==> src/rtl/valid_out_stretcher.sv <==
`default_nettype none
// ============================================================================
// Module      : valid_out_stretcher
// Description : Stretches single-cycle valid_in pulses into HOLD_CYCLES-long
//               level_out windows separated by at least GAP_CYCLES low cycles.
//               Define VALID_OUT_QUEUE_EN to queue pulses that arrive while
//               busy; otherwise they are dropped and flagged in overflow.
// Revision    : 1.0 - initial release
// ============================================================================
module valid_out_stretcher #(
  parameter int HOLD_CYCLES = 4,
  parameter int GAP_CYCLES  = 2,
  parameter int PEND_W      = 2
) (
  input  logic              clk,
  input  logic              reset,
  input  logic              valid_in,
  output logic              level_out,
  output logic              busy,
  output logic [PEND_W-1:0] pending,
  output logic              overflow
);

  typedef enum logic [1:0] {
    IDLE = 2'd0,
    HOLD = 2'd1,
    GAP  = 2'd2
  } state_t;

  localparam logic [7:0] c_hold_last = 8'(HOLD_CYCLES - 1);
  localparam logic [7:0] c_gap_last  = 8'(GAP_CYCLES - 1);

  state_t     r_state;
  state_t     w_state_next;
  logic [7:0] r_count;
  logic [7:0] w_count_next;
  logic       r_level_out;
  logic       r_overflow;
  logic       w_overflow_next;
  logic       w_hold_last;
  logic       w_gap_last;
  logic       w_take_pending;
  logic       w_pulse_in_busy;
  logic       w_pend_full;
  logic       w_pend_any;

  assign w_hold_last = (r_count == c_hold_last);
  assign w_gap_last  = (r_count == c_gap_last);

  // A pulse on the final GAP cycle restarts HOLD directly, so it is never
  // treated as a queued or lost pulse.
  assign w_pulse_in_busy = valid_in && (r_state != IDLE) &&
                           !((r_state == GAP) && w_gap_last);

`ifdef VALID_OUT_QUEUE_EN
  logic [PEND_W-1:0] r_pending;
  logic [PEND_W-1:0] w_pending_next;

  assign w_pend_full = &r_pending;
  assign w_pend_any  = |r_pending;

  always_comb begin
    w_pending_next = r_pending;
    if (w_pulse_in_busy && !w_pend_full) begin
      w_pending_next = r_pending + PEND_W'(1);
    end else if (w_take_pending) begin
      w_pending_next = r_pending - PEND_W'(1);
    end
  end

  always_ff @(posedge clk) begin
    if (reset) begin
      r_pending <= '0;
    end else begin
      r_pending <= w_pending_next;
    end
  end

  assign pending = r_pending;
`else
  assign w_pend_full = 1'b1;
  assign w_pend_any  = 1'b0;
  assign pending     = '0;
`endif

  assign w_overflow_next = r_overflow | (w_pulse_in_busy & w_pend_full);

  always_comb begin
    w_state_next   = r_state;
    w_count_next   = r_count;
    w_take_pending = 1'b0;
    case (r_state)
      IDLE: begin
        w_count_next = 8'd0;
        if (valid_in) begin
          w_state_next = HOLD;
        end
      end
      HOLD: begin
        if (w_hold_last) begin
          w_state_next = GAP;
          w_count_next = 8'd0;
        end else begin
          w_count_next = r_count + 8'd1;
        end
      end
      GAP: begin
        if (w_gap_last) begin
          w_count_next = 8'd0;
          if (valid_in) begin
            w_state_next = HOLD;
          end else if (w_pend_any) begin
            w_state_next   = HOLD;
            w_take_pending = 1'b1;
          end else begin
            w_state_next = IDLE;
          end
        end else begin
          w_count_next = r_count + 8'd1;
        end
      end
      default: begin
        w_state_next = IDLE;
        w_count_next = 8'd0;
      end
    endcase
  end

  always_ff @(posedge clk) begin
    if (reset) begin
      r_state     <= IDLE;
      r_count     <= 8'd0;
      r_level_out <= 1'b0;
      r_overflow  <= 1'b0;
    end else begin
      r_state     <= w_state_next;
      r_count     <= w_count_next;
      r_level_out <= (w_state_next == HOLD);
      r_overflow  <= w_overflow_next;
    end
  end

  assign level_out = r_level_out;
  assign busy      = (r_state != IDLE);
  assign overflow  = r_overflow;

endmodule
`default_nettype wire
==> config.mk <==
export PLATFORM = sky130hd
export DESIGN_NAME = valid_out_stretcher
export DESIGN_NICKNAME = d
export VERILOG_FILES = /design/src/rtl/valid_out_stretcher.sv
export SDC_FILE = /design/constraint.sdc
export NUM_CORES = 1
export LEC_CHECK = 0
export CAP_MARGIN = 20
export CORE_AREA = 8 8 49 51
export DETAILED_ROUTE_END_ITERATION = 16
export DIE_AREA = 0 0 57 59
export GPL_TIMING_DRIVEN = 0
export REMOVE_ABC_BUFFERS = 1
export SLEW_MARGIN = 20
export SYNTH_ARGS = -nofsm -noshare
export SYNTH_HDL_FRONTEND = slang
export SYNTH_SLANG_ARGS = --single-unit
==> constraint.sdc <==
create_clock -name clk -period 2.7 [get_ports clk]
set_clock_uncertainty 0.05 [all_clocks]
set_input_delay 0.27 -clock clk [delete_from_list [all_inputs] [get_ports clk]]
set_output_delay 0.27 -clock clk [all_outputs]
set_load 0.05 [all_outputs]
==> key figures <==
Final layout
  • Antenna diodes: 0
  • Final #Nets: 89
  • Fill cells: 162
  • P&R area growth vs syn: 15.1%
  • Share of layout cells above drive strength 1: between 7 and 8%
  • Utilization after layout: about 44%

Yosys
  • Yosys top cell area share: ~38%
  • Cell with the most instances after synthesis: dfxtp_1
  • Area of the mapped netlist: 638 sq um
  • Dominant cells by area after synthesis: dfxtp_1 (38%), ha_1 (12%), nor2_1 (6.5%)
  • Register bit total from synthesis: 12
  • Sequential fraction of the synthesis area: between 30% and 40%
  • Post-synth EDFFs: 0
  • Ys flop type: dfxtp_1
  • Synth Warn #: 0
  • Synth Area per Inst: ~9.0 sq um
  • Top cells by count, synth: dfxtp_1 (12), nor2_1 (11), ha_1 (6), inv_1 (6), nand3_1 (5)
  • Gate count after technology mapping: 71
  • Post-synth ARST share: 0%
  • Synth cell types: 24
  • Leading area contributor after synthesis: dfxtp_1

Global route
  • Met2 Use GR: a little over a tenth
  • Most used routing layer: met2
  • Pin count of the biggest net entering global routing: 9
  • Met3 Usage GRT: around 2.1%
  • Global-route wire length before repair: 1880 microns
  • Routing usage on met1: just under 8%
  • Gr usage total: 7.21%
  • Vias in the first global route: 467
  • Grt ovf: 0
  • Initial antenna violation count: 0

Clocking
  • Post-cts gate resize count: 0
  • Clock Latency Late Sink: 270 ps
  • Cts bufs inserted: 3
  • Root buf cell: clkbuf_4
  • CTS Buffer Depth: 2
  • # hold bufs at CTS: 0
  • H-tree Lvls: 1
  • TritonCTS clock tree: built
  • Setup Buffers After CTS: 0
  • CTS clk-pin slew, worst paths: 80 ps
  • # clock sinks: 12

Timing
  • Worst-Margin Slew: ~500 ps
  • Setup TNS: 0 ps
  • Period minus WS final: 2250 ps
  • Final setup viols: 0
  • Slew Viols, Final: 0
  • Final Cycle Share: about 83%
  • Slew headroom: about 67%
  • Fmax: ~440 MHz
  • Unrepaired setup endpoints after global routing: false
  • Final Hold Fails: 0

Placed design
  • Routability Congestion: roughly 0.8
  • Number of port buffers: 5
  • Post-DP HPWL: 835 microns

Critical path
  • CP max stage delay: 810 ps
  • WP data arrival: 1930 ps
  • CP Cell Sequence: inv_1 -> ha_1 -> inv_1 -> clkdlybuf4s50_1
  • Critical Path Fanout Max: 6
  • Critical path's slowest cell: clkdlybuf4s50_1
  • Crit path top cell by count: inv_1
  • CP endpoint kind: output port
  • Crit path launch type: register
  • WS Path Type: reg -> out
  • WP data required: 2380 ps

Die
  • DIE WIDTH: 57 microns
  • Top Ports: 8
  • Die area: 3360 sq um
  • Starting Density: 38.6%
  • # rows: 15
  • Core area: 1650 sq um
  • Die Y: 59 microns

Power and ir drop
  • P_leak: 0.000313 uW
  • Peak supply drop: 0.000210 V
  • Power Density: 536 nW/um^2

Route
  • Iter 0 DRT Violations: 2
  • Routed WL per cell: ~12 microns
  • Vias: 483
  • Total Wirelength: between 1000 and 1500 microns
  • Post-DRT Antenna Nets: 0
  • Number of iterations in the first detailed-routing pass: 4
  • Vias per cell: 5.03
  • Post-route DRC: 0

Status
  • Outcome: finished, final reports clean

Worst hold path
  • Type of the tightest min-delay check: reg -> reg

Run
  • Max cap viols: 0
[path summary, 6_finish.rpt]
check / from / end / slack [ps] / cells after the start
worst min register to register: overflow$_SDFF_PP0_ / overflow$_SDFF_PP0_ / 430 / 2
worst max register to register: r_count[2]$_SDFF_PP0_ / r_count[2]$_SDFF_PP0_ / 1150 / 4
worst min-delay path: overflow$_SDFF_PP0_ / overflow$_SDFF_PP0_ / 430 / 2
worst max-delay path: r_state[0]$_SDFF_PP0_ / busy / 450 / 4
[layout make-up]
class	instances	area, sq um	area share [%]
clock buffers	4	36.3	4.94
repair buffers	5	50.0	6.81
flip-flops and latches	12	240	32.7
multi-input cells	52	364	49.6
well taps	17	21.3	2.90
inverters	6	22.5	3.07
[routing by layer]
layer	share of wire [%]	routed length [microns]
met1	46	518
met2	47	526
met3	4.2	47
met4	2.4	27
met5	0	0
[cells by family after synthesis]
group           synth area share [%]
simple gates                    23.9
flops                           37.6
compound gates                  12.0
buf+inv                         5.88
xor+xnor                        8.24
fa+ha+maj                       11.8
other cells                    0.588
[critical path, delay by kind of cell (launching register included)]
family     cells  cell delay (ps)
fa+ha+maj      1              230
flops          1              430
buf+inv        3             1000
[sequential cells by signal (all words and copies together), names as in the netlist]
signal / flops
r_count: 8
r_state: 2
level_out: 1
overflow: 1
[cell usage in the layout (no fill, tap or decap), drive strengths merged, types with 2 or more instances in the layout]
cell	Yosys	final
a31oi	3	3
and3	3	3
clkbuf	0	4
clkdlybuf4s50	0	5
conb	1	2
dfxtp	12	12
ha	6	6
inv	6	6
nand2	2	2
nand3	5	5
nand4	2	2
nor2	11	11
nor2b	2	2
o21ai	2	2
xnor2	2	2
xor2	4	4
[report_power, final]
part / switching, uW / internal, uW
clock network: 64.5 / 82.0
logic: 40.8 / 19.6
registers: 4.56 / 182
total: 110 / 284
[metrics by stage]
| step | area [sq um] | worst slack (ps) | hold slack (ps) | std cells | power, uW |
|---|---|---|---|---|---|
| 4_1_cts | 734 | 460 | 433 | 96 | 397 |
| 2_1_floorplan | 627 | 1080 | 292 | 70 | 232 |
| 3_5_place_dp | 698 | 761 | 414 | 92 | 251 |
| 5_1_grt | 734 | 386 | 472 | 96 | 407 |
| 6_report | 734 | 446 | 429 | 96 | 394 |
| 3_3_place_gp | 698 | 762 | 400 | 92 | 251 |
No activity file was read; power rests on OpenSTA's default activity.
